--- src/rtl/snn_pkg.sv ---
// Shared types and constant helpers for the spiking-neuron datapath blocks.
package snn_pkg;

    typedef enum logic [1:0] {
        ST_IDLE = 2'd0,
        ST_ACC  = 2'd1,
        ST_DONE = 2'd2
    } state_e;

    // Number of three-synapse groups needed to cover nsyn synapses.
    function automatic int calc_ng(input int nsyn);
        return (nsyn + 2) / 3;
    endfunction

    // Largest unsigned value representable in w bits.
    function automatic int sat_max(input int w);
        return (1 << w) - 1;
    endfunction

endpackage

--- src/rtl/csa_adder_4in.sv ---
// Four-operand unsigned adder: two 3:2 carry-save layers, then one carry-propagate add.
module csa_adder_4in #(
    parameter int p_input_width = 14
) (
    input  logic [p_input_width-1:0] a_i,
    input  logic [p_input_width-1:0] b_i,
    input  logic [p_input_width-1:0] c_i,
    input  logic [p_input_width-1:0] d_i,
    output logic [p_input_width+1:0] sum_o
);

    localparam int W = p_input_width;

    logic [W-1:0] s1;
    logic [W:0]   c1;
    logic [W:0]   s2;
    logic [W+1:0] c2;
    logic [W:0]   x2;
    logic [W:0]   z2;

    assign s1 = a_i ^ b_i ^ c_i;
    assign c1 = {((a_i & b_i) | (a_i & c_i) | (b_i & c_i)), 1'b0};

    assign x2 = {1'b0, s1};
    assign z2 = {1'b0, d_i};
    assign s2 = x2 ^ c1 ^ z2;
    assign c2 = {((x2 & c1) | (x2 & z2) | (c1 & z2)), 1'b0};

    assign sum_o = {1'b0, s2} + c2;

endmodule

--- src/rtl/syn_accum_sched.sv ---
// Integrates spike-gated synaptic weights into a membrane potential by time-sharing
// one 4-input adder over three-synapse groups, then applies the firing threshold.
module syn_accum_sched
    import snn_pkg::*;
#(
    parameter int P_W    = 14,
    parameter int P_NSYN = 8,
    parameter int P_THR  = 1000
) (
    input  logic                  i_clk,
    input  logic                  i_rst_n,
    input  logic                  i_start,
    input  logic [P_NSYN-1:0]     i_spikes,
    input  logic [P_NSYN*P_W-1:0] i_weights,
    input  logic [P_W-1:0]        i_vmem,
    output logic                  o_ready,
    output logic                  o_valid,
    output logic [P_W-1:0]        o_vmem,
    output logic                  o_spike
);

    localparam int NG   = calc_ng(P_NSYN);
    localparam int NPAD = 3 * NG;
    localparam int GW   = (NG > 1) ? $clog2(NG) : 1;
    localparam logic [P_W-1:0] SAT_MAX = P_W'(sat_max(P_W));
    localparam logic [P_W-1:0] THR     = P_W'(P_THR);

    state_e            state_q, state_d;
    logic [P_W-1:0]    w_q [NPAD];
    logic [P_W-1:0]    w_d [NPAD];
    logic [P_W-1:0]    w_in [NPAD];
    logic [NG-1:0]     mask_q, mask_d, mask_in;
    logic [P_W-1:0]    acc_q, acc_d;
    logic [P_W-1:0]    vmem_q, vmem_d;
    logic              spike_q, spike_d;
    logic              valid_q, valid_d;

    logic [NPAD-1:0]     spk_pad;
    logic [NPAD*P_W-1:0] wvec_pad;
    logic [GW-1:0]       cur;
    logic [P_W-1:0]      ga, gb, gc;
    logic [P_W+1:0]      sum;
    logic [P_W-1:0]      acc_sat;
    logic [P_W-1:0]      res_src;
    logic                enter_done;

    // Weights are gated by their spike bit at capture; synapses past P_NSYN pad to zero.
    always_comb begin
        spk_pad                    = '0;
        spk_pad[P_NSYN-1:0]        = i_spikes;
        wvec_pad                   = '0;
        wvec_pad[P_NSYN*P_W-1:0]   = i_weights;
        for (int k = 0; k < NPAD; k++) begin
            w_in[k] = spk_pad[k] ? wvec_pad[k*P_W +: P_W] : '0;
        end
        for (int g = 0; g < NG; g++) begin
            mask_in[g] = |spk_pad[3*g +: 3];
        end
    end

    // Find-first: the lowest remaining active group wins.
    always_comb begin
        cur = '0;
        for (int g = NG - 1; g >= 0; g--) begin
            if (mask_q[g]) cur = GW'(g);
        end
        ga = '0;
        gb = '0;
        gc = '0;
        for (int g = 0; g < NG; g++) begin
            if (cur == GW'(g)) begin
                ga = w_q[3*g];
                gb = w_q[3*g+1];
                gc = w_q[3*g+2];
            end
        end
    end

    csa_adder_4in #(
        .p_input_width(P_W)
    ) u_csa (
        .a_i  (ga),
        .b_i  (gb),
        .c_i  (gc),
        .d_i  (acc_q),
        .sum_o(sum)
    );

    assign acc_sat = (sum > {2'b00, SAT_MAX}) ? SAT_MAX : sum[P_W-1:0];

    always_comb begin
        state_d    = state_q;
        w_d        = w_q;
        mask_d     = mask_q;
        acc_d      = acc_q;
        vmem_d     = vmem_q;
        spike_d    = spike_q;
        valid_d    = 1'b0;
        res_src    = acc_q;
        enter_done = 1'b0;

        case (state_q)
            ST_IDLE: begin
                if (i_start) begin
                    w_d    = w_in;
                    acc_d  = i_vmem;
                    mask_d = mask_in;
                    if (|mask_in) begin
                        state_d = ST_ACC;
                    end else begin
                        state_d    = ST_DONE;
                        res_src    = i_vmem;
                        enter_done = 1'b1;
                    end
                end
            end
            ST_ACC: begin
                acc_d = acc_sat;
                for (int g = 0; g < NG; g++) begin
                    if (cur == GW'(g)) mask_d[g] = 1'b0;
                end
                if (mask_d == '0) begin
                    state_d    = ST_DONE;
                    res_src    = acc_sat;
                    enter_done = 1'b1;
                end
            end
            ST_DONE: begin
                state_d = ST_IDLE;
            end
            default: begin
                state_d = ST_IDLE;
            end
        endcase

        // The result is registered on the edge entering DONE so it is valid during DONE.
        if (enter_done) begin
            valid_d = 1'b1;
            spike_d = (res_src >= THR);
            vmem_d  = (res_src >= THR) ? '0 : res_src;
        end
    end

    always_ff @(posedge i_clk or negedge i_rst_n) begin
        if (!i_rst_n) begin
            state_q <= ST_IDLE;
            mask_q  <= '0;
            acc_q   <= '0;
            vmem_q  <= '0;
            spike_q <= 1'b0;
            valid_q <= 1'b0;
            for (int k = 0; k < NPAD; k++) begin
                w_q[k] <= '0;
            end
        end else begin
            state_q <= state_d;
            mask_q  <= mask_d;
            acc_q   <= acc_d;
            vmem_q  <= vmem_d;
            spike_q <= spike_d;
            valid_q <= valid_d;
            for (int k = 0; k < NPAD; k++) begin
                w_q[k] <= w_d[k];
            end
        end
    end

    assign o_ready = (state_q == ST_IDLE);
    assign o_valid = valid_q;
    assign o_vmem  = vmem_q;
    assign o_spike = spike_q;

endmodule

--- config.mk ---
export PLATFORM = sky130hd
export DESIGN_NAME = syn_accum_sched
export DESIGN_NICKNAME = d
export VERILOG_FILES = /design/src/rtl/snn_pkg.sv /design/src/rtl/csa_adder_4in.sv /design/src/rtl/syn_accum_sched.sv
export SDC_FILE = /design/constraint.sdc
export NUM_CORES = 1
export LEC_CHECK = 0
export CAP_MARGIN = 30
export CORE_ASPECT_RATIO = 1.75
export CORE_MARGIN = 8
export CORE_UTILIZATION = 54
export DETAILED_ROUTE_END_ITERATION = 6
export PLACE_DENSITY = 0.82
export REMOVE_ABC_BUFFERS = 1
export SLEW_MARGIN = 10
export SYNTH_ARGS = -nofsm -noshare
export SYNTH_HDL_FRONTEND = slang
export SYNTH_SLANG_ARGS = --single-unit
--- constraint.sdc ---
create_clock -name i_clk -period 6.5 [get_ports i_clk]
set_clock_uncertainty 0.15 [all_clocks]
set_input_delay 1.3 -clock i_clk [delete_from_list [all_inputs] [get_ports i_clk]]
set_output_delay 1.3 -clock i_clk [all_outputs]
set_load 0.01 [all_outputs]
Word-level counts from Yosys, hierarchy flattened. Cells that the tools add are included. Widths: inputs -> output; s select.

Add/sub/neg operators: 1. Multiply operators: 0. Divide/modulo/power cells: 0. Order comparisons: 2. Equality and inequality tests: 5. Shifts and indexed selects: 0. Multiplexer cells: 45. Bitwise operators: 14. Reductions and logical operators: 11.

Operators with widths (number): $mux 14 (23); $and 14x14->14 (4); $pmux 14 s2 (2); $or 15x15->15 (2); $or 14x14->14 (2); $xor 14x14->14 (2); $add 15x16->16 (1); $gt 16x14->1 const B (1); $and 14x15->15 (1); $and 15x14->15 (1); $xor 14x15->15 (1); $xor 15x14->15 (1); $ge 14x10->1 const B (1); $mux 2 (6); $mux 1 (10); $reduce_or 8->1 (1); $pmux 3 s2 (1); $reduce_and 2->1 (3); $reduce_or 3->1 (2); $eq 2x1->1 const B (2); $logic_not 2->1 (2); $ne 2x2->1 const B (2); $pmux 2 s2 (1); $logic_not 3->1 (1); 5 further kinds (5).

Bits in registers: 147. Latch bits: 0. Memory bits (writable): 0. Memory bits (read-only): 0. Input port bits: 137. Memories: 0.

Logic depth before layout (Yosys ltp). Gate-level depths: netlist (run 1).

Word-level depth: 20. Mapped depth: 20. Gate-level depth less buffers: 17.

Hierarchy. From an unflattened synthesis (run 1), not the netlist that was laid out.

Cell total of the unflattened synthesis: 954. Area, all modules: 8364.3 um^2.

By module, submodules not included: syn_accum_sched (instances 1, cells an instance 828, area an instance 7118.1 um^2, sequential area each 3678.5 um^2); csa_adder_4in (instances 1, cells an instance 126, area an instance 1246.2 um^2, sequential area each 0.0 um^2).

Least setup slack after synthesis (run 1). OpenSTA, ideal clock, no wires.

Path kind: register -> register. Start: register mask_q[2]. End: register vmem_q[0], in the netlist o_vmem[0]. Setup time: 136 ps. Arrival time: 4845 ps. Setup slack: 1369 ps. Cell stages (with the launch flop): 20. Buffers on the path: 2. Period minus slack after synthesis: 5131 ps. Cells stage by stage: dfrtp_1 buf_2 nor2b_1 clkbuf_1 a21oi_1 nor2_1 a221oi_1 fa_1 fa_1 inv_1 ha_1 fa_1 a21o_1 a221o_1 a2111oi_4 nor3_2 a221oi_2 o31ai_2 a211oi_4 o31ai_1.

Longest elaborated chain between the ends: 20. Elaborated cells on any way between the ends: 45. Those cells by class: 1 x add/sub; 2 x order compare; 2 x eq/ne; 24 x mux; 14 x bitwise; 2 x reduce/logical.

Ends and longest elaborated chain: start: declaration (line syn_accum_sched.sv:32) `logic [NG-1:0] mask_q, mask_d, mask_in;`; start signal: assignment (line syn_accum_sched.sv:157) `mask_q <= mask_d;`; $mux 2 (3 in a row) (line syn_accum_sched.sv:65) `if (mask_q[g]) cur = GW'(g);`; $logic_not 2->1 (line syn_accum_sched.sv:71, syn_accum_sched.sv:120); $mux 14 (3 in a row) (line syn_accum_sched.sv:71) `if (cur == GW'(g)) begin`; $and 14x14->14 (line csa_adder_4in.sv:22) `assign c1 = {((a_i & b_i) | (a_i & c_i) | (b_i & c_i)), 1'b0};`; $or 14x14->14 (2 in a row) (line csa_adder_4in.sv:22); $and 14x15->15 (line csa_adder_4in.sv:27) `assign c2 = {((x2 & c1) | (x2 & z2) | (c1 & z2)), 1'b0};`; $or 15x15->15 (2 in a row) (line csa_adder_4in.sv:27); $add 15x16->16 (line csa_adder_4in.sv:29) `assign sum_o = {1'b0, s2} + c2;`; $gt 16x14->1 (line syn_accum_sched.sv:89) `assign acc_sat = (sum > {2'b00, SAT_MAX}) ? SAT_MAX : sum[P_W-1:0];`; $mux 14 (line syn_accum_sched.sv:89); $mux 14 (line syn_accum_sched.sv:122) `if (mask_d == '0) begin`; $pmux 14 s2 (line syn_accum_sched.sv:102) `case (state_q)`; $ge 14x10->1 (line syn_accum_sched.sv:140) `vmem_d = (res_src >= THR) ? '0 : res_src;`; $mux 14 (line syn_accum_sched.sv:140); end signal: assignment (line syn_accum_sched.sv:159) `vmem_q <= vmem_d;`; end: declaration (line syn_accum_sched.sv:34) `logic [P_W-1:0] vmem_q, vmem_d;`.

Several ways; a longest one is shown, not always the timed one. The select of a mux whose other input is x is not followed. A chain may end at the register's enable or synchronous reset.

Worst setup path after layout (run 1).
Start: register mask_q[0]. End: register vmem_q[3], in the netlist o_vmem[3].

Longest elaborated chain between the ends: 18. Elaborated cells on any way between the ends: 43. Those cells by class: 1 x add/sub; 2 x order compare; 2 x eq/ne; 22 x mux; 14 x bitwise; 2 x reduce/logical.

Ends and longest elaborated chain (line): $mux 2 (syn_accum_sched.sv:65); $logic_not 2->1 (syn_accum_sched.sv:71, syn_accum_sched.sv:120); $mux 14 (3 in a row) (syn_accum_sched.sv:71); $and 14x14->14 (csa_adder_4in.sv:22); $or 14x14->14 (2 in a row) (csa_adder_4in.sv:22); $and 14x15->15 (csa_adder_4in.sv:27); $or 15x15->15 (2 in a row) (csa_adder_4in.sv:27); $add 15x16->16 (csa_adder_4in.sv:29); $gt 16x14->1 (syn_accum_sched.sv:89); $mux 14 (syn_accum_sched.sv:89); $mux 14 (syn_accum_sched.sv:122); $pmux 14 s2 (syn_accum_sched.sv:102); $ge 14x10->1 (syn_accum_sched.sv:140); $mux 14 (syn_accum_sched.sv:140).

Several ways; a longest one is shown, not always the timed one. The select of a mux whose other input is x is not followed.

==> run summary, run 1 <==
==========================================================================================
Result of the run                                                             complete, no violations
Count of port buffers added during placement                                           153
Crit Path Category                                                            flip-flop to flip-flop
Most common cell after layout, fill and taps aside                            sky130_fd_sc_hd__nand2_1
Fraction of synthesized cell area taken by the top area cell type                    0.430
Cell row count                                                                          61
Number of optimization iterations in the first detailed-route pass                       5
Top-level port count                                                                   154
Number of nets still failing antenna checks after routing                                0
Proportion of synthesized flip-flops having asynchronous set or reset                 1.00
Hold_buf cts                                                                             0
Count of final max-slew check failures                                                   0
Overall fraction of global-route tracks in use                                       0.267
Die footprint                                                                  20300 sq um
Max clock buf depth                                                                      2
Per-cell routed wire length                                                        20.4 um
Fraction of the cycle the final worst path needs                                     0.882
WL final                                                                          27000 um
GPL Wtd Cong                                                                         0.951
Area of all sequential standard cells                                           3680 sq um
Pin count of the biggest net entering global routing                                   104
Count of instances resized after the clock tree is built                                 0
Clock edge transition at the registers on the reported setup and hold paths        0.07 ns
Slew at the pin closest to its max-slew limit                                     0.803 ns
Area of the mapped netlist                                                      8550 sq um
EDFF count, synth                                                                        0
Routed vias/inst                                                                      6.02
Area occupied by multi-input gates                                              4470 sq um
Placement-stage cell area                                                      10300 sq um
NumNets Final                                                                         1305
Worst-Skew Late Latency                                                            0.42 ns
Area of the core                                                               15700 sq um
Clock root buffer                                                             sky130_fd_sc_hd__clkbuf_16
Relative slew slack                                                                  0.464
Required arrival time at the worst endpoint                                        6.67 ns
Top post-synthesis cells by area                                              sky130_fd_sc_hd__dfrtp_1, sky130_fd_sc_hd__nand2_1, sky130_fd_sc_hd__nand3_1
Drc violations                                                                           0
Arr. time, crit path                                                               5.90 ns
Total overflow reported by the global router                                             0
CTS HTree Levels                                                                         4
Crit. End Element                                                                flip-flop
Final setup TNS                                                                       0 ns
Unrepaired setup endpoints after global routing                                      false
Core utilization of the finished layout                                              0.689
Max Freq                                                                           174 MHz
Yosys warning total                                                                      0
Highest-count cells in the layout ignoring fill and taps                      sky130_fd_sc_hd__nand2_1, sky130_fd_sc_hd__clkdlybuf4s50_1, sky130_fd_sc_hd__dfrtp_1
Max-cap violations                                                                       0
Kind of path behind the tightest hold check                                   flip-flop to flip-flop
Clock tree from TritonCTS                                                              yes
Sequential share of the synthesized area                                             0.430
Total non-filler cell area in the finished layout                              10800 sq um
Number of storage elements in the synthesis netlist                                    147
Ys flop type                                                                  sky130_fd_sc_hd__dfrtp_1
Number of vias after detailed routing                                                 7991
Number of global-route vias before repair                                             8332
Initial antenna violation count                                                          0
Startpoint kind of the worst setup timing path                                   flip-flop
Final hold vios                                                                          0
Total setup buffers inserted after CTS                                                   0
Detail Placement HPWL                                                             19000 um
Effective utilization at floorplan                                                   0.544
Clock buffer count from CTS                                                             17
Minimum clock period                                                               5.73 ns
Critical-path maximum fanout                                                            17
Final setup violation count                                                              0
Clock net sink count                                                                   147
Fraction of final layout cells with drive strength greater than 1                   0.0685
Total of fill cells in the finished design                                            1266
Wire length of the first global-routing pass                                      43300 um
Cell accounting for the most synthesized area                                 sky130_fd_sc_hd__dfrtp_1
Signed area change from the synthesized netlist to the final layout                  26.8%
Mean instance size in the synthesized netlist                                   8.59 sq um
Die boundary height                                                                 182 um
Antenna Diode Count                                                                      0
Drt initial violations                                                                 595
Overall die width                                                                   111 um
Gate count of the mapped netlist                                                       995
Count of cell types in the netlist                                                      71
==========================================================================================
per-stage QoR:
step	hold slack (ns)	std cells	setup WS [ns]
after global routing	0.334	1327	0.459
after floorplan	0.289	930	-4.13
after global placement	0.299	1292	0.998
after detailed placement	0.306	1294	0.906
after CTS	0.322	1326	0.832
final	0.319	1327	0.768
Yosys cell counts, drive strengths merged (5+ instances only):
cell type / number
nor2: 50
and2: 6
xnor2: 5
fa: 28
dfrtp: 147
inv: 42
a221o: 7
o21a: 7
buf: 5
a31oi: 6
a22oi: 37
o21ai: 22
o31ai: 10
nor3: 11
nand3: 119
clkbuf: 60
nor2b: 18
ha: 15
a221oi: 15
o22ai: 5
a21oi: 54
a21o: 9
nand2: 254
critical path: stages (launching register included):
cell,delay (ns)
sky130_fd_sc_hd__dfrtp_1,0.65
sky130_fd_sc_hd__nor2b_1,0.09
sky130_fd_sc_hd__buf_4,0.20
sky130_fd_sc_hd__a21oi_1,0.17
sky130_fd_sc_hd__nor2_1,0.05
sky130_fd_sc_hd__a221oi_1,0.38
sky130_fd_sc_hd__fa_1,0.53
sky130_fd_sc_hd__fa_1,0.51
sky130_fd_sc_hd__inv_1,0.04
sky130_fd_sc_hd__ha_1,0.22
sky130_fd_sc_hd__fa_1,0.41
sky130_fd_sc_hd__a21o_1,0.23
sky130_fd_sc_hd__a221oi_1,0.32
sky130_fd_sc_hd__o22ai_1,0.14
sky130_fd_sc_hd__a211o_1,0.29
sky130_fd_sc_hd__and3_1,0.35
sky130_fd_sc_hd__o311ai_2,0.37
sky130_fd_sc_hd__nand2_2,0.22
sky130_fd_sc_hd__o31ai_1,0.30
final timing paths:
| path | end | slack (ns) | startpoint | cells past startpoint |
|---|---|---|---|---|
| max | o_vmem[3] | 0.77 | mask_q[0] | 18 |
| min | w_q[26] | 0.32 | w_q[26] | 2 |
| max reg2reg | o_vmem[3] | 0.77 | mask_q[0] | 18 |
| min reg2reg | w_q[26] | 0.32 | w_q[26] | 2 |
| max in group asynchronous | w_q[124] | 4.61 | i_rst_n | 2 |
| min in group asynchronous | w_q[32] | 0.66 | i_rst_n | 1 |
routing by layer:
metal	share of wire	up-vias	global-route usage	wire length [um]
met5	0	-	0	0
met4	0.045	0	0.144	1230
met3	0.059	77	0.0470	1580
met2	0.53	336	0.472	14300
met1	0.37	3870	0.297	9940
li1	-	3708	-	-
kinds of logic (layout without fill, tap and decap cells):
logic type | Yosys count | after routing | share of synthesized area
xor+xnor | 7 | 7 | 0.00717
flops | 147 | 147 | 0.430
fa+ha+maj | 43 | 43 | 0.0875
compound gates | 202 | 202 | 0.171
buf+inv | 107 | 250 | 0.0485
simple gates | 487 | 487 | 0.253
mux | 2 | 2 | 0.00234
state kept, by name, summed over array words and instances, names as in the netlist:
| register | count |
|---|---|
| acc_q | 14 |
| o_vmem | 14 |
| o_spike | 1 |
| o_valid | 1 |
| w_q | 112 |
| mask_q | 3 |
| state_q | 2 |
cell type report:
type                    count  area share
multi-input cells         741       0.413
flip-flops and latches    147       0.339
repair buffers            176       0.161
clock buffers              17      0.0393
well taps                 189      0.0218
inverters                  42      0.0145
clock inverters            15      0.0111
Power of run 1 is not shown: default switching activity piles up to over one toggle a cycle in this logic, so the estimate is an artifact.
==> run 2, diff against run 1 <==
--- a/config.mk
+++ b/config.mk
@@ -5,12 +5,14 @@
 export SDC_FILE = /design/constraint.sdc
 export NUM_CORES = 1
 export LEC_CHECK = 0
+export ABC_AREA = 1
 export CAP_MARGIN = 30
 export CORE_ASPECT_RATIO = 1.75
 export CORE_MARGIN = 8
-export CORE_UTILIZATION = 54
+export CORE_UTILIZATION = 55
+export CTS_BUF_LIST = sky130_fd_sc_hd__clkbuf_4 sky130_fd_sc_hd__clkbuf_8
 export DETAILED_ROUTE_END_ITERATION = 6
-export PLACE_DENSITY = 0.82
+export PLACE_DENSITY = 0.83
 export REMOVE_ABC_BUFFERS = 1
 export SLEW_MARGIN = 10
 export SYNTH_ARGS = -nofsm -noshare
==> run summary, run 2 <==
==========================================================================================
Result of the run                                                             complete, no violations   unchanged
Total overflow reported by the global router                                             0   unchanged
Most instantiated library cell after synthesis                                sky130_fd_sc_hd__nand2_1   unchanged
Required arrival time at the worst endpoint                                        6.73 ns   was 6.67 ns
Area of the mapped netlist                                                      8340 sq um   was 8550 sq um
Proportion of synthesized flip-flops having asynchronous set or reset                 1.00   unchanged
Number of optimization iterations in the first detailed-route pass                       5   unchanged
CTS HTree Levels                                                                         4   unchanged
Drt initial violations                                                                 366   was 595
Ys flop type                                                                  sky130_fd_sc_hd__dfrtp_1   unchanged
Clock tree from TritonCTS                                                              yes   unchanged
Most common cell after layout, fill and taps aside                            sky130_fd_sc_hd__nand2_1   unchanged
Total setup buffers inserted after CTS                                                   0   unchanged
Number of nets still failing antenna checks after routing                                0   unchanged
Cell row count                                                                          59   was 61
Effective utilization at floorplan                                                   0.562   was 0.544
Clock root buffer                                                             sky130_fd_sc_hd__clkbuf_8   was sky130_fd_sc_hd__clkbuf_16
Routed vias/inst                                                                      5.57   was 6.02
Max-cap violations                                                                       0   unchanged
Critical-path maximum fanout                                                            28   was 17
Mean instance size in the synthesized netlist                                   8.11 sq um   was 8.59 sq um
Antenna Diode Count                                                                      0   unchanged
Arr. time, crit path                                                               5.90 ns   about the same
Cell depth of the worst setup path                                                      26   was 18
Final setup violation count                                                              0   unchanged
Pin count of the biggest net entering global routing                                   118   was 104
Worst slack on hold paths                                                         0.334 ns   was 0.319 ns
Number of flip-flops under the largest register name                                   112   unchanged
Startpoint kind of the worst setup timing path                                   flip-flop   unchanged
Number of global-route vias before repair                                             8065   was 8332
Buf+Inv Stages, Crit Path                                                                5   was 2
Fraction of the cycle the final worst path needs                                     0.871   was 0.882
DP Worst Slack                                                                    0.921 ns   was 0.906 ns
Yosys warning total                                                                      0   unchanged
Signed area change from the synthesized netlist to the final layout                  25.1%   was 26.8%
Worst stage delay on the critical path                                             0.50 ns   was 0.65 ns
Worst-Skew Late Latency                                                            0.46 ns   was 0.42 ns
NumNets Final                                                                         1343   was 1305
Total non-filler cell area in the finished layout                              10400 sq um   was 10800 sq um
Sequential share of the synthesized area                                             0.441   was 0.430
Count of final max-slew check failures                                                   0   unchanged
Overall fraction of global-route tracks in use                                       0.263   was 0.267
Fraction of synthesized cell area taken by the top area cell type                    0.441   was 0.430
Area of the core                                                               14800 sq um   was 15700 sq um
Per-cell routed wire length                                                        18.0 um   was 20.4 um
Critical path's slowest cell                                                  sky130_fd_sc_hd__fa_1   was sky130_fd_sc_hd__dfrtp_1
Placement-stage cell area                                                       9980 sq um   was 10300 sq um
Clock edge transition at the registers on the reported setup and hold paths        0.10 ns   was 0.07 ns
Count of port buffers added during placement                                           153   unchanged
Clock net sink count                                                                   147   unchanged
Most used cell along the critical path                                        sky130_fd_sc_hd__nand2_1   was sky130_fd_sc_hd__fa_1
Count of cell types in the netlist                                                      40   was 71
Worst hold path stage count                                                              2   unchanged
Relative slew slack                                                                  0.444   was 0.464
Most instantiated cells after synthesis                                       sky130_fd_sc_hd__nand2_1, sky130_fd_sc_hd__dfrtp_1, sky130_fd_sc_hd__o21ai_0   was sky130_fd_sc_hd__nand2_1, sky130_fd_sc_hd__dfrtp_1, sky130_fd_sc_hd__nand3_1
Drc violations                                                                           0   unchanged
Top-level port count                                                                   154   unchanged
GPL Wtd Cong                                                                         0.916   was 0.951
Max Freq                                                                           177 MHz   was 174 MHz
Crit. End Element                                                                flip-flop   unchanged
Number of storage elements in the synthesis netlist                                    147   unchanged
Top Family by Delay on Critical Path                                          simple AND/OR/NAND/NOR gates   was compound AO/OA/AOI/OAI gates
Register ranked first by flip-flop count                                               w_q   unchanged
Fraction of final layout cells with drive strength greater than 1                   0.0655   was 0.0685
Die boundary height                                                                 179 um   was 182 um
Detail Placement HPWL                                                             18400 um   was 19000 um
Overall die width                                                                   109 um   was 111 um
Gate count of the mapped netlist                                                      1028   was 995
Final setup TNS                                                                       0 ns   unchanged
WL final                                                                          24500 um   was 27000 um
Slew at the pin closest to its max-slew limit                                     0.832 ns   was 0.803 ns
Number of vias after detailed routing                                                 7574   was 7991
Final hold vios                                                                          0   unchanged
Wire length of the first global-routing pass                                      39400 um   was 43300 um
Count of instances resized after the clock tree is built                                 0   unchanged
EDFF count, synth                                                                        0   unchanged
Top post-synthesis cells by area                                              sky130_fd_sc_hd__dfrtp_1, sky130_fd_sc_hd__nand2_1, sky130_fd_sc_hd__o21ai_0   was sky130_fd_sc_hd__dfrtp_1, sky130_fd_sc_hd__nand2_1, sky130_fd_sc_hd__nand3_1
Depth of the worst register-to-register path                                            26   was 18
Kind of path behind the tightest hold check                                   flip-flop to flip-flop   unchanged
Final WS setup                                                                    0.837 ns   was 0.768 ns
Hold_buf cts                                                                             0   unchanged
Cell accounting for the most synthesized area                                 sky130_fd_sc_hd__dfrtp_1   unchanged
Clock buffer count from CTS                                                             17   unchanged
Crit Path Category                                                            flip-flop to flip-flop   unchanged
Max clock buf depth                                                                      2   unchanged
Highest-count cells in the layout ignoring fill and taps                      sky130_fd_sc_hd__nand2_1, sky130_fd_sc_hd__clkdlybuf4s50_1, sky130_fd_sc_hd__dfrtp_1   unchanged
Total of fill cells in the finished design                                            1172   was 1266
Die footprint                                                                  19500 sq um   was 20300 sq um
Unrepaired setup endpoints after global routing                                      false   unchanged
Minimum clock period                                                               5.66 ns   was 5.73 ns
Initial antenna violation count                                                          0   unchanged
==========================================================================================
-- run 2: cell types whose count changed after synthesis, sizes merged, moves of 9 or more --
cell    change
a21o        -9
a221oi     -14
a22oi      -21
clkbuf     -20
inv        +93
nand3      -44
nor2b      -18
o21ai     +117
o22ai      +23
o31ai       -9
-- run 2: worst reg2reg max path: cells and delay by family, from the launching register on --
| kind | cells | cell delay [ns] |
|---|---|---|
| compound gates | 5 | 1.13 |
| fa+ha+maj | 3 | 1.32 |
| buf+inv | 5 | 0.95 |
| flops | 1 | 0.43 |
| simple gates | 13 | 1.63 |
-- run 2: cell type report --
type,instances,area (sq um),share of cell area
multi-input cells,694,3940,0.378
flip-flops and latches,147,3680,0.353
repair buffers,167,1670,0.160
inverters,136,510,0.0489
clock buffers,19,262,0.0251
well taps,183,229,0.0219
clock inverters,13,144,0.0138
-- run 2: final timing paths --
kind | start | end | slack, ns
setup reg to reg | mask_q[1] | o_vmem[0] | 0.84
hold reg to reg | o_spike | o_spike | 0.33
max in group asynchronous | i_rst_n | acc_q[8] | 4.37
min in group asynchronous | i_rst_n | w_q[104] | 0.67
hold / removal | o_spike | o_spike | 0.33
setup / recovery | mask_q[1] | o_vmem[0] | 0.84
-- run 2: cells by family after synthesis --
logic type | synth area share
AOI/OAI and AO/OA | 0.174
and+or+nand+nor | 0.193
DFF | 0.441
xor gates and xnor gates | 0.0116
adders and majority gates | 0.0897
muxes | 0.00240
buffers and inverters | 0.0876
-- run 2: metal layers --
metal | vias to the layer above | global-route usage | share of wire
met2 | 323 | 0.465 | 0.53
li1 | 3624 | - | -
met3 | 77 | 0.0551 | 0.058
met4 | 0 | 0.157 | 0.054
met1 | 3550 | 0.277 | 0.36
met5 | - | 0 | 0
-- run 2: through the flow --
step           instances   util
2_1_floorplan        977      -
3_3_place_gp        1325  0.673
3_5_place_dp        1325  0.673
4_1_cts             1357  0.700
5_1_grt             1359  0.703
6_report            1359  0.703
Power of run 2 is left out for the same reason.
==> run 3, diff against run 2 <==
--- a/config.mk
+++ b/config.mk
@@ -7,7 +7,6 @@
 export LEC_CHECK = 0
 export ABC_AREA = 1
 export CAP_MARGIN = 30
-export CORE_ASPECT_RATIO = 1.75
 export CORE_MARGIN = 8
 export CORE_UTILIZATION = 55
 export CTS_BUF_LIST = sky130_fd_sc_hd__clkbuf_4 sky130_fd_sc_hd__clkbuf_8
==> run summary, run 3 (synthesis gave the netlist of run 2 again) <==
==========================================================================================
Crit Path Category                                                            flip-flop to flip-flop   unchanged
Die footprint                                                                  19400 sq um   was 19500 sq um
Area of the core                                                               15000 sq um   was 14800 sq um
Number of nets still failing antenna checks after routing                                0   unchanged
Drt initial violations                                                                 769   was 366
Crit. End Element                                                                flip-flop   unchanged
M2 GR Usage                                                                          0.416   was 0.465
Number of vias after detailed routing                                                 7544   was 7574
Total setup buffers inserted after CTS                                                   0   unchanged
Minimum clock period                                                               5.58 ns   was 5.66 ns
Kind of path behind the tightest hold check                                   flip-flop to flip-flop   unchanged
GPL Wtd Cong                                                                         0.889   was 0.916
Cell row count                                                                          45   was 59
Register ranked first by flip-flop count                                               w_q   unchanged
Routed vias/inst                                                                      5.56   was 5.57
Clock tree from TritonCTS                                                              yes   unchanged
Max-cap violations                                                                       0   unchanged
Reg-to-reg setup timing slack                                                      0.92 ns   was 0.84 ns
Most common cell after layout, fill and taps aside                            sky130_fd_sc_hd__nand2_1   unchanged
Fraction of final layout cells with drive strength greater than 1                   0.0607   was 0.0655
Startpoint kind of the worst setup timing path                                   flip-flop   unchanged
Required arrival time at the worst endpoint                                        6.68 ns   was 6.73 ns
Count of final max-slew check failures                                                   0   unchanged
Die boundary height                                                                 139 um   was 179 um
Number of optimization iterations in the first detailed-route pass                       6   was 5
Clock root buffer                                                             sky130_fd_sc_hd__clkbuf_8   unchanged
Final setup TNS                                                                       0 ns   unchanged
Result of the run                                                             complete, no violations   unchanged
Slew at the pin closest to its max-slew limit                                     0.922 ns   was 0.832 ns
CTS HTree Levels                                                                         4   unchanged
Signed area change from the synthesized netlist to the final layout                  24.7%   was 25.1%
Overall fraction of global-route tracks in use                                       0.253   was 0.263
Unrepaired setup endpoints after global routing                                      false   unchanged
Detail Placement HPWL                                                             17300 um   was 18400 um
Routing layer with the top usage in global route                                      met2   unchanged
Final hold vios                                                                          0   unchanged
WL final                                                                          23800 um   was 24500 um
Total overflow reported by the global router                                             0   unchanged
Final setup violation count                                                              0   unchanged
Critical-path maximum fanout                                                            28   unchanged
Drc violations                                                                           0   unchanged
GRT met3 Usage                                                                      0.0547   was 0.0551
Relative slew slack                                                                  0.385   was 0.444
Max Freq                                                                           179 MHz   was 177 MHz
Effective utilization at floorplan                                                   0.555   was 0.562
Overall die width                                                                   139 um   was 109 um
Initial antenna violation count                                                          0   unchanged
Clock net sink count                                                                   147   unchanged
GR Layer Usage met1                                                                  0.326   was 0.277
Per-cell routed wire length                                                        17.6 um   was 18.0 um
Count of port buffers added during placement                                           153   unchanged
Clock buffer count from CTS                                                             17   unchanged
Fraction of the cycle the final worst path needs                                     0.858   was 0.871
Hold_buf cts                                                                             0   unchanged
Number of global-route vias before repair                                             7788   was 8065
Antenna Diode Count                                                                      0   unchanged
Wire length of the first global-routing pass                                      39100 um   was 39400 um
Highest-count cells in the layout ignoring fill and taps                      sky130_fd_sc_hd__nand2_1, sky130_fd_sc_hd__clkdlybuf4s50_1, sky130_fd_sc_hd__dfrtp_1   unchanged
Top-level port count                                                                   154   unchanged
Number of flip-flops under the largest register name                                   112   unchanged
NumNets Final                                                                         1337   was 1343
Clock edge transition at the registers on the reported setup and hold paths        0.09 ns   was 0.10 ns
Max clock buf depth                                                                      2   unchanged
Worst-Skew Late Latency                                                            0.47 ns   was 0.46 ns
Pin count of the biggest net entering global routing                                   122   was 118
Arr. time, crit path                                                               5.76 ns   was 5.90 ns
Total of fill cells in the finished design                                            1181   was 1172
Count of instances resized after the clock tree is built                                 0   unchanged
==========================================================================================
## run 3: changes by cell type in the layout (fill, tap and decap cells not counted), sizes merged
cell	change
clkinvlp	+2
clkinv	-1
clkbuf	-1
bufinv	+2
buf	-6
inv	-2
## run 3: final cells by class
class	instances	area, sq um	area share
multi-input combinational	694	3940	0.379
inverter	136	510	0.0491
sequential	147	3680	0.354
clock buffer	18	241	0.0232
clock inverter	14	179	0.0172
tap	188	235	0.0226
timing repair buffer	161	1610	0.155
## run 3: critical path: stages (launching register included)
cell and delay (ns):
sky130_fd_sc_hd__dfrtp_1 0.43, sky130_fd_sc_hd__inv_1 0.07, sky130_fd_sc_hd__nor2_1 0.33, sky130_fd_sc_hd__nor2_1 0.13
sky130_fd_sc_hd__inv_2 0.44, sky130_fd_sc_hd__o22ai_1 0.14, sky130_fd_sc_hd__a21oi_1 0.40, sky130_fd_sc_hd__fa_1 0.50
sky130_fd_sc_hd__inv_1 0.09, sky130_fd_sc_hd__fa_1 0.42, sky130_fd_sc_hd__ha_1 0.34, sky130_fd_sc_hd__nand2_1 0.10
sky130_fd_sc_hd__inv_1 0.05, sky130_fd_sc_hd__nand2_1 0.06, sky130_fd_sc_hd__nand2_1 0.06, sky130_fd_sc_hd__a21oi_1 0.20
sky130_fd_sc_hd__nand2_1 0.07, sky130_fd_sc_hd__nand2_1 0.11, sky130_fd_sc_hd__nand2_4 0.09, sky130_fd_sc_hd__nand3_1 0.10
sky130_fd_sc_hd__nand2_1 0.06, sky130_fd_sc_hd__a21oi_1 0.26, sky130_fd_sc_hd__nand2_1 0.09, sky130_fd_sc_hd__nor2_1 0.09
sky130_fd_sc_hd__nand2_1 0.06, sky130_fd_sc_hd__nand2_1 0.41, sky130_fd_sc_hd__o21ai_0 0.15
## run 3: metal layers
layer  vias to the layer above  part of all wire
li1                       3603                 -
met1                      3571              0.42
met2                       327              0.48
met3                        43             0.079
met4                         0             0.020
met5                         -                 0
## run 3: path summary, 6_finish.rpt
path | cells past startpoint | startpoint | endpoint
setup / recovery | 26 | mask_q[1] | o_vmem[0]
hold / removal | 2 | o_spike | o_spike
setup reg to reg | 26 | mask_q[1] | o_vmem[0]
hold reg to reg | 2 | o_spike | o_spike
max in group asynchronous | 2 | i_rst_n | w_q[77]
min in group asynchronous | 1 | i_rst_n | w_q[64]
## run 3: stage by stage
stage               hold slack (ns)  std cells  instance area, sq um  utilization  setup WS (ns)
global route                  0.358       1358                 10400        0.692          0.410
detailed placement            0.325       1325                  9950        0.662           1.02
CTS                           0.344       1357                 10400        0.690          0.975
global placement              0.315       1325                  9950        0.662           1.18
floorplan                     0.303        977                  8120            -          0.783
finish                        0.342       1358                 10400        0.692          0.920
Power of run 3 is left out for the same reason.
